$ cat src/rtl/snoop_bus_arbiter.sv
// Two-cache snooping bus arbiter: grants one cache at a time, snoops the peer,
// and serves the request by cache-to-cache transfer, memory read or writeback.
module snoop_bus_arbiter (
    input  logic             CLK,
    input  logic             nRST,
    input  logic [1:0]       dREN,
    input  logic [1:0]       dWEN,
    input  logic [1:0][31:0] daddr,
    input  logic [1:0][31:0] dstore,
    input  logic [1:0]       ccwrite,
    output logic [1:0]       dwait,
    output logic [1:0][31:0] dload,
    output logic [1:0]       ccwait,
    output logic [1:0]       ccinv,
    output logic [1:0][31:0] ccsnoopaddr,
    output logic             mem_dREN,
    output logic             mem_dWEN,
    output logic [31:0]      mem_daddr,
    output logic [31:0]      mem_dstore,
    input  logic [31:0]      mem_dload,
    input  logic             mem_dwait
);

    typedef enum logic [2:0] {
        IDLE,
        SNOOP,
        C2C,
        MEM_READ,
        WRITEBACK
    } state_t;

    state_t state_q, state_d;
    logic   req_q, req_d;
    logic   last_grant_q, last_grant_d;
    logic   grant;
    logic   peer;
    logic   req_live;
    logic [1:0] active;

    assign active   = dREN | dWEN;
    assign peer     = ~req_q;
    assign req_live = active[req_q];

    always_ff @(posedge CLK or negedge nRST) begin
        if (!nRST) begin
            state_q      <= IDLE;
            req_q        <= 1'b0;
            last_grant_q <= 1'b1;
        end else begin
            state_q      <= state_d;
            req_q        <= req_d;
            last_grant_q <= last_grant_d;
        end
    end

    always_comb begin
        state_d      = state_q;
        req_d        = req_q;
        last_grant_d = last_grant_q;
        grant        = 1'b0;
        dwait        = 2'b11;
        dload        = '0;
        ccwait       = 2'b00;
        ccinv        = 2'b00;
        ccsnoopaddr  = '0;
        mem_dREN     = 1'b0;
        mem_dWEN     = 1'b0;
        mem_daddr    = 32'h0;
        mem_dstore   = 32'h0;

        case (state_q)
            IDLE: begin
                if (|active) begin
                    // On a tie the cache that lost last time wins.
                    grant        = (&active) ? ~last_grant_q : active[1];
                    req_d        = grant;
                    last_grant_d = grant;
                    state_d      = dWEN[grant] ? WRITEBACK : SNOOP;
                end
            end

            SNOOP: begin
                ccwait[peer]      = 1'b1;
                ccsnoopaddr[peer] = daddr[req_q];
                ccinv[peer]       = ccwrite[req_q];
                if (!req_live)
                    state_d = IDLE;
                else if (dWEN[peer])
                    state_d = C2C;
                else
                    state_d = MEM_READ;
            end

            C2C: begin
                // Peer's dirty word goes to the requester and to memory at once;
                // the transfer finishes even if the requester lets go.
                ccwait[peer]      = 1'b1;
                ccsnoopaddr[peer] = daddr[req_q];
                ccinv[peer]       = ccwrite[req_q];
                mem_dWEN          = 1'b1;
                mem_daddr         = daddr[peer];
                mem_dstore        = dstore[peer];
                dload[req_q]      = dstore[peer];
                if (!mem_dwait) begin
                    dwait   = 2'b00;
                    state_d = IDLE;
                end
            end

            MEM_READ: begin
                dload[req_q] = mem_dload;
                if (!req_live) begin
                    state_d = IDLE;
                end else begin
                    mem_dREN     = 1'b1;
                    mem_daddr    = daddr[req_q];
                    dwait[req_q] = mem_dwait;
                    if (!mem_dwait)
                        state_d = IDLE;
                end
            end

            WRITEBACK: begin
                if (!req_live) begin
                    state_d = IDLE;
                end else begin
                    mem_dWEN     = 1'b1;
                    mem_daddr    = daddr[req_q];
                    mem_dstore   = dstore[req_q];
                    dwait[req_q] = mem_dwait;
                    if (!mem_dwait)
                        state_d = IDLE;
                end
            end

            default: state_d = IDLE;
        endcase
    end

endmodule

$ cat config.mk
export PLATFORM = sky130hd
export DESIGN_NAME = snoop_bus_arbiter
export DESIGN_NICKNAME = d
export VERILOG_FILES = /design/src/rtl/snoop_bus_arbiter.sv
export SDC_FILE = /design/constraint.sdc
export NUM_CORES = 1
export LEC_CHECK = 0
export CAP_MARGIN = 40
export CORE_AREA = 3 3 142 144
export DETAILED_ROUTE_END_ITERATION = 12
export DIE_AREA = 0 0 145 147
export PLACE_DENSITY = 0.63
export SLEW_MARGIN = 25
export SYNTH_ARGS = -nofsm -noshare
export SYNTH_HDL_FRONTEND = slang
export SYNTH_SLANG_ARGS = --single-unit
$ cat constraint.sdc
create_clock -name CLK -period 3 [get_ports CLK]
set_input_delay 0.6 -clock CLK [delete_from_list [all_inputs] [get_ports CLK]]
set_output_delay 0.6 -clock CLK [all_outputs]
set_load 0.02 [all_outputs]
==> results of run 1 <==
==> power by group through the flow <==
stage	clock, W	sequential, W	combinational, W
finish	0.000226	0.000175	0.00632
CTS	0.000230	0.000172	0.00633
floorplan	0	0.000117	0.00377
global placement	0	0.000171	0.00673
detailed placement	0	0.000171	0.00676
global route	0.000238	0.000182	0.00676
==> registers in the layout, summed over array words and instances (netlist names) <==
signal and cells:
last_grant_q 1, req_q 1, state_q 3
==> per-stage QoR <==
| step | hold slack (ns) | setup TNS, ns | util | cells |
|---|---|---|---|---|
| 2_1_floorplan | 0.304 | 0 | - | 701 |
| 3_3_place_gp | 0.527 | -6.01 | 0.442 | 1260 |
| 3_5_place_dp | 0.542 | -6.96 | 0.442 | 1260 |
| 5_1_grt | 0.603 | 0 | 0.444 | 1264 |
| 4_1_cts | 0.546 | 0 | 0.442 | 1264 |
| 6_report | 0.543 | 0 | 0.444 | 1264 |
==> how the worst max path moves through the flow <==
stage / cells past startpoint / end / start
floorplan: 6 / mem_daddr[10] / dWEN[0]
finish: 6 / mem_daddr[7] / dREN[1]
detailed placement: 6 / mem_daddr[29] / dREN[1]
global route: 6 / dload[46] / state_q[2]$_DFFE_PN0P_
CTS: 6 / dload[44] / state_q[1]$_DFFE_PN0P_
global placement: 6 / mem_dstore[30] / dWEN[0]
==> layout by cell type, fill, tap and decap left out, types with 2 or more instances in the layout <==
cell,n
sky130_fd_sc_hd__nand4_1,64
sky130_fd_sc_hd__dlygate4sd2_1,64
sky130_fd_sc_hd__nand2b_1,3
sky130_fd_sc_hd__o2111ai_1,65
sky130_fd_sc_hd__o21ai_0,3
sky130_fd_sc_hd__nor3b_4,2
sky130_fd_sc_hd__and2_1,66
sky130_fd_sc_hd__clkbuf_16,3
sky130_fd_sc_hd__a31oi_1,2
sky130_fd_sc_hd__mux2i_1,33
sky130_fd_sc_hd__or2_2,2
sky130_fd_sc_hd__buf_4,20
sky130_fd_sc_hd__inv_1,2
sky130_fd_sc_hd__nor2_1,35
sky130_fd_sc_hd__dlymetal6s2s_1,11
sky130_fd_sc_hd__dfrtp_2,2
sky130_fd_sc_hd__a21oi_1,98
sky130_fd_sc_hd__buf_12,18
sky130_fd_sc_hd__a21boi_0,2
sky130_fd_sc_hd__nand2_1,129
sky130_fd_sc_hd__clkdlybuf4s50_1,289
sky130_fd_sc_hd__and3_1,2
sky130_fd_sc_hd__a32oi_1,64
==> cells by family (layout without fill, tap and decap cells) <==
family / count (synthesis) / in the layout / synth area share
xor gates and xnor gates: 1 / 1 / 0.00206
buffers and inverters: 108 / 411 / 0.115
AOI/OAI and AO/OA: 241 / 241 / 0.404
muxes: 34 / 34 / 0.0802
DFF: 5 / 5 / 0.0297
and+or+nand+nor: 312 / 312 / 0.370
==> critical path, stage by stage <==
cell                              delay [ns]
sky130_fd_sc_hd__clkdlybuf4s50_1        0.42
sky130_fd_sc_hd__or3b_4                 0.47
sky130_fd_sc_hd__buf_12                 0.20
sky130_fd_sc_hd__o2111ai_1              0.13
sky130_fd_sc_hd__a32oi_1                0.12
sky130_fd_sc_hd__dlygate4sd2_1          0.35
==> repair_timing <==
action,CTS,global route
endpoints found under the setup margin,68,16
setup buffers,0,0
gates resized for setup,66,14
hold buffers,0,0
cloned,0,0
==> routing by layer <==
layer	GRT usage	routed length, um	part of all wire
met5	0	13	0.00054
met4	0.0428	448	0.019
met3	0.0441	1480	0.062
met2	0.356	11500	0.48
met1	0.270	10400	0.44
==> cell type report <==
type / count / area share
well taps: 260 / 0.0389
inverters: 2 / 0.000898
multi-input cells: 588 / 0.438
repair buffers: 405 / 0.497
clock buffers: 4 / 0.00943
flip-flops and latches: 5 / 0.0159
==> results list, run 1 <==
- Global placement routability congestion: around 0.87
- Input and output buffers added on the ports amount to 368.
- Starting density of the core: 0.226
* Worst Hold Path Cells: 2
* Switching Share: 0.567
- IR analysis of the VDD net gives a maximum drop of 0.352 mV.
* Final antenna-violating net count: 0
- Standard-cell rows: 50
- After global routing the overflow that remains totals 0.
* Type of element capturing the critical path: output port
- Max-cap violations in this run came to 0.
* Antenna violations before repair: 1
- Setup slack on the critical path of the routed design comes to 0.0601 ns.
- Sequential element share of the synthesized area: 0.0297
- Final critical-path share of the clock period: 0.980
* Setup violators final: 0
- By area the synthesized netlist is led by sky130_fd_sc_hd__o2111ai_1 13%, sky130_fd_sc_hd__a32oi_1 13%, sky130_fd_sc_hd__a21oi_1 12%.
* Finished layout cell area: about 8400 um^2
* Hold Path Class: reg2reg
- Core Box Area: between 15000 and 20000 um^2
- Count of flip-flops with a built-in enable after synthesis: 0
- The filler cells instantiated in the layout total just under 2000.
* Count of routing violations after the opening detailed-route iteration: about 420
- In this run the tightest slew margin relative to its limit is 0.632.
- Highest achievable clock rate: 0.340 GHz
* R2R setup slack: ~1.2 ns
* Clock tree sinks: 5
* Measured slew at the worst slew-check pin: 0.552 ns
* Vias: 6788
- Final setup skew: 0.00416 ns
- Area of placed instances: slightly above 8000 um^2
- TritonCTS built the clock tree.
- During synthesis, Yosys emitted a total of 0 warnings.
* Library cell with the highest instance count after synthesis: sky130_fd_sc_hd__nand2_1
- Of all cell types, the one taking the most synthesized area is sky130_fd_sc_hd__o2111ai_1.
- Growth of design area from synthesis to finish: 96.2%
- In this run the most critical hold path is launched from last_grant_q$_DFFE_PN1P_.
* Startpoint of the worst-slack reg-to-reg timing path: state_q[0]$_DFFE_PN0P_
- No sink is reached through more buffers than the 2 on the longest clock path.
- Maximum number of pins on one net before global-route repair: 79
* Synth top area share: 0.134
- The flow ran to the end, and the final reports show no timing, DRC or antenna violations.
* Data required time of the critical path: between 2 and 2.5 ns
* Synth Cell Area: 4260 um^2
- After detailed routing, the average wire length per cell comes to 18.9 um.
- At the worst endpoint, the arrival time is approximately 2.3 ns.
- Share of post-route cells with drive strength above 1: 0.0578
- Unique cell type count in the Yosys netlist: 40
- For this design the top-level I/O count stands at ~370.
- Sequential standard cell area: 133 um^2
- Detailed placement finished with a half-perimeter wire length of roughly 18 mm.
- Clock tree synthesis inserted a total of 3 buffers.
* Clk pwr share: 0.034
* Global-route wire length before repair: ~37 mm
- For this run, design rule violations remaining after detail routing come to 0.
- The share of total power dissipated in combinational logic is 0.940.
* Async set or reset register ratio after synthesis: 1.00
- In the synthesized netlist the dominant register cell turns out to be sky130_fd_sc_hd__dfrtp_1.
- The final number of hold-violating endpoints is 0.
* All-Layer GR Usage: 0.208
- Synthesis handed over a netlist of roughly 700 instances.
- The die covers 21300 um^2.
* Logic depth of the worst register-to-register path: 4
- Final layout net count: roughly 1200
* Most frequent cells after synthesis: 129 x sky130_fd_sc_hd__nand2_1, 98 x sky130_fd_sc_hd__a21oi_1, 66 x sky130_fd_sc_hd__and2_1
* Start-to-end type of the worst setup path: in2out
- Summed over all cells, the static leakage comes to 3.10 nW.
* Worst-skew pair later-pin latency: 0.23 ns
* Router iterations before antenna repair: 5
- Net switching power: 0.00381 W
- After detailed routing, the total wire length is about 24 mm.
- CTS built an H-tree with a depth of 1.
- Internal power: approximately 0.0029 W
- The design draws between 0.006 and 0.007 W.
- The endpoint identified for the worst register-to-register timing path is state_q[0]$_DFFE_PN0P_.
- The share of total power dissipated in sequential elements is 0.026.
* Vias per Instance: between 5 and 6
* Post-layout minimum cycle time: slightly below 3 ns
- CTS clock-pin slew for the worst setup and hold paths: approximately 0.030 ns
* Startpoint type of the worst setup path: input port
- After synthesis the netlist holds a flip-flop and latch count of 5.
* Antenna diodes: 0
* Pre-CTS worst setup slack: -0.162 ns
* Cell Pwr Density: about 800 nW/um^2
* CTS root buffer: sky130_fd_sc_hd__clkbuf_16
* Chip width: 145 um
- In this run the vertical extent of the chip is approximately 150 um.
* Largest fanout on the critical path: between 40 and 50
- Unrepaired setup endpoints after global routing: no
- Counting every net in the synthesized netlist gives 870.
- For hold timing, the worst endpoint is last_grant_q$_DFFE_PN1P_.
- Number of global-route vias before repair: roughly 6500
- Slew Limit Fails: 0
- In this run the mean area of a mapped cell was just over 6 um^2.
- Combined area of the multi-input logic cells: roughly 3700 um^2
No activity file was read; power rests on OpenSTA's default activity.
==> inputs of run 2 (changes only) <==
--- a/config.mk
+++ b/config.mk
@@ -6,10 +6,10 @@
 export NUM_CORES = 1
 export LEC_CHECK = 0
 export CAP_MARGIN = 40
-export CORE_AREA = 3 3 142 144
+export CORE_AREA = 3 3 143 145
 export DETAILED_ROUTE_END_ITERATION = 12
-export DIE_AREA = 0 0 145 147
-export PLACE_DENSITY = 0.63
+export DIE_AREA = 0 0 146 148
+export PLACE_DENSITY = 0.65
 export SLEW_MARGIN = 25
 export SYNTH_ARGS = -nofsm -noshare
 export SYNTH_HDL_FRONTEND = slang
==> constraint.sdc (replaced) <==
create_clock -name CLK -period 2.65 [get_ports CLK]
set_input_delay 0.53 -clock CLK [delete_from_list [all_inputs] [get_ports CLK]]
set_output_delay 0.53 -clock CLK [all_outputs]
set_load 0.02 [all_outputs]
==> results list, run 2 (synthesized netlist as in run 1, its figures left out) <==
* Count of routing violations after the opening detailed-route iteration: 532 (+28%)
- CTS clock-pin slew for the worst setup and hold paths: 0.03 ns (about the same)
- The routed wire length is 24.5 mm (+2.7%).
* Layout filler cell count: 2027 (+3.5%)
- The accumulated negative setup slack was 0 ns (unchanged).
* Ports placed on the boundary: 369 (unchanged)
- Logic depth of the worst register-to-register path: 4 (unchanged)
- The first-pass detailed-route iteration total was 5 (unchanged).
- Worst max-slew margin expressed relative to the limit: 0.602 (-0.0292)
- The pin count of the biggest net entering global routing came to 64 (-19%).
- Registers with the highest flip-flop counts: state_q (3), last_grant_q (1), req_q (1)
- Maximum ir drop on the vdd rail: 0.347 mV (-1.3%)
- The max capacitance violation total was 0 (unchanged).
* Starting density of the core: 0.220 (-0.00590)
- The slew at the pin with the worst max-slew slack came to 0.592 ns (+0.0393 ns).
- Final setup skew: 0.000328 ns (-0.00383 ns)
- The half-perimeter wire length of the detailed placement result was 17.9 mm (about the same).
* Antenna diodes: 0 (unchanged)
* Flip-flop count of the largest register after layout: 3 (unchanged)
- The leakage power of the design was 4.20 nW (+36%).
- Worst-skew pair later-pin latency: 0.23 ns (about the same)
- Grt total ovfl: 0 (unchanged)
* Number of global-route vias before repair: 6586 (+1.9%)
- In this run the worst hold path is classified as reg2reg.
* Final layout net count: 1224 (+4.3%)
- The total routing resource utilization after global routing came to 0.207 (-0.00106).
* H-tree lvl count: 1 (unchanged)
- Traced cell by cell, the critical path runs through dlygate4sd2_1 -> or3_4 -> bufbuf_16 -> buf_4 -> nand4_1 -> a32oi_1 -> buf_2.
* Commonest non-fill, non-tap cell in the layout: sky130_fd_sc_hd__clkdlybuf4s50_1
- The core area came to 19300 um^2 (+2.7%).
- The proportion of layout cells with a drive suffix above 1 is 0.164 (+0.106).
- The top fanout value on the critical path was 5 (-90%).
- The peak per-stage delay on the critical path came to 0.45 ns (-0.02 ns).
- Global placement routability congestion: 0.855 (-1.7%)
- The library cells used most frequently in the layout, excluding fill and tap cells, are 166 x sky130_fd_sc_hd__clkdlybuf4s50_1, 128 x sky130_fd_sc_hd__nand2_1, 98 x sky130_fd_sc_hd__a21oi_1.
* Global-route wire length before repair: 37.4 mm (+0.85%)
* Final routed wire length divided by cell count: 18.6 um (-1.6%)
- CTS root buffer: sky130_fd_sc_hd__clkbuf_16
- The flow ran to the end, and the final reports show no timing, DRC or antenna violations.
- The number of buffers inserted for hold repair after clock tree synthesis was 0 (unchanged).
* Start-to-end type of the worst setup path: in2out
* Die outline height: 148 um (+0.68%)
* Clock tree sinks: 5 (unchanged)
- Number of clock buffers inserted by TritonCTS: 3 (unchanged)
* Final-report hold violation count: 0 (unchanged)
* Register with the most flip-flops: state_q
* Post-layout minimum cycle time: between 2 and 3 ns
- In the finished design, the share of the clock period the worst path needs comes to 0.970.
- Cell Pwr Density: 881 nW/um^2 (+9.6%)
- The DRC violation count after routing was 0 (unchanged).
- Setup repair after global routing left no endpoint under its margin.
* Data required time of the critical path: 2.12 ns (-0.28 ns)
* Startpoint type of the worst setup path: input port
- Standard-cell rows: 51 (+2.0%)
- Slew Limit Fails: 0 (unchanged)
* Worst Hold Path Cells: 2 (unchanged)
- Setup violators final: 0 (unchanged)
* CTS tree: done
* Antenna violations before repair: 0 (-1)
- Critical-path top delay cell: sky130_fd_sc_hd__or3_4
* Total Power: 0.00759 W (+13%)
- Final antenna-violating net count: 0 (unchanged)
- The die width came to 146 um (+0.69%).
- The ratio of routed vias to standard cells came to 5.39 (+0.28%).
* Vias: 7103 (+4.6%)
* Number of buffers inserted by port buffering: 368 (unchanged)
* Highest achievable clock rate: approximately 0.39 GHz
- Type of element capturing the critical path: output port
- Maximum buffer depth of the clock tree: 2 (unchanged)
* Arrival time worst endpoint: 2.04 ns (-0.30 ns)
- Compared with the post-synthesis result, the final layout area differs by 102%.
- The die footprint was 21600 um^2 (+1.4%).
-- run 2: cell count changes in the layout (fill, tap and decap cells not counted), moves of 4 or more --
| cell | change |
|---|---|
| sky130_fd_sc_hd__clkdlybuf4s50_1 | -123 |
| sky130_fd_sc_hd__dlymetal6s2s_1 | +26 |
| sky130_fd_sc_hd__buf_4 | +42 |
| sky130_fd_sc_hd__bufbuf_16 | +4 |
| sky130_fd_sc_hd__dlygate4sd2_1 | +33 |
| sky130_fd_sc_hd__buf_2 | +61 |
| sky130_fd_sc_hd__buf_12 | +4 |
-- run 2: cell type report --
type / count / area (um^2) / share of cell area
repair buffers: 455 / 4400 / 0.510
multi-input cells: 588 / 3670 / 0.426
well taps: 265 / 332 / 0.0385
flip-flops and latches: 5 / 131 / 0.0152
clock buffers: 4 / 78.8 / 0.00915
inverters: 2 / 7.51 / 0.000871
-- run 2: per-layer routing --
layer / vias to the layer above / wire length [um] / GRT usage
li1: 3422 / - / -
met1: 3354 / 10800 / 0.285
met2: 301 / 12000 / 0.354
met3: 26 / 1360 / 0.0264
met4: 0 / 347 / 0.0273
met5: - / 0 / 0
-- run 2: report_power, final --
part / switching, W / internal, W / total (W) / leakage [nW]
Sequential: 0.0000539 / 0.000124 / 0.000177 / 0.0585
Combinational: 0.00428 / 0.00289 / 0.00717 / 4.11
Clock: 0.0000483 / 0.000199 / 0.000248 / 0.0382
-- run 2: worst max-delay path, delay by kind of cell --
kind,cells,cell delay (ns)
buf+inv,4,0.87
compound gates,1,0.10
simple gates,2,0.53
-- run 2: through the flow --
stage / utilization / hold WS, ns / cell area, um^2 / std cells / worst slack (ns)
2_1_floorplan: - / 0.234 / 4260 / 701 / 0.395
3_3_place_gp: 0.448 / 0.530 / 8660 / 1304 / -0.380
3_5_place_dp: 0.448 / 0.538 / 8660 / 1304 / -0.388
4_1_cts: 0.440 / 0.544 / 8500 / 1318 / 0.000135
5_1_grt: 0.446 / 0.561 / 8620 / 1319 / 0.0109
6_report: 0.446 / 0.545 / 8620 / 1319 / 0.0808
-- run 2: repair_timing --
item	CTS	global route
endpoints found under the setup margin	192	65
buffers inserted	6	1
cloned	4	0
resized for setup	412	46
pin swaps	2	2
-- run 2: final timing paths --
| path | from | slack (ns) | to |
|---|---|---|---|
| worst max-delay path | dREN[0] | 0.08 | mem_dstore[8] |
| worst min-delay path | last_grant_q$_DFFE_PN1P_ | 0.54 | last_grant_q$_DFFE_PN1P_ |
| worst max register to register | state_q[0]$_DFFE_PN0P_ | 0.87 | state_q[0]$_DFFE_PN0P_ |
| worst min register to register | last_grant_q$_DFFE_PN1P_ | 0.54 | last_grant_q$_DFFE_PN1P_ |
| max in group asynchronous | nRST | 1.83 | last_grant_q$_DFFE_PN1P_ |
| min in group asynchronous | nRST | 0.55 | req_q$_DFFE_PN0P_ |
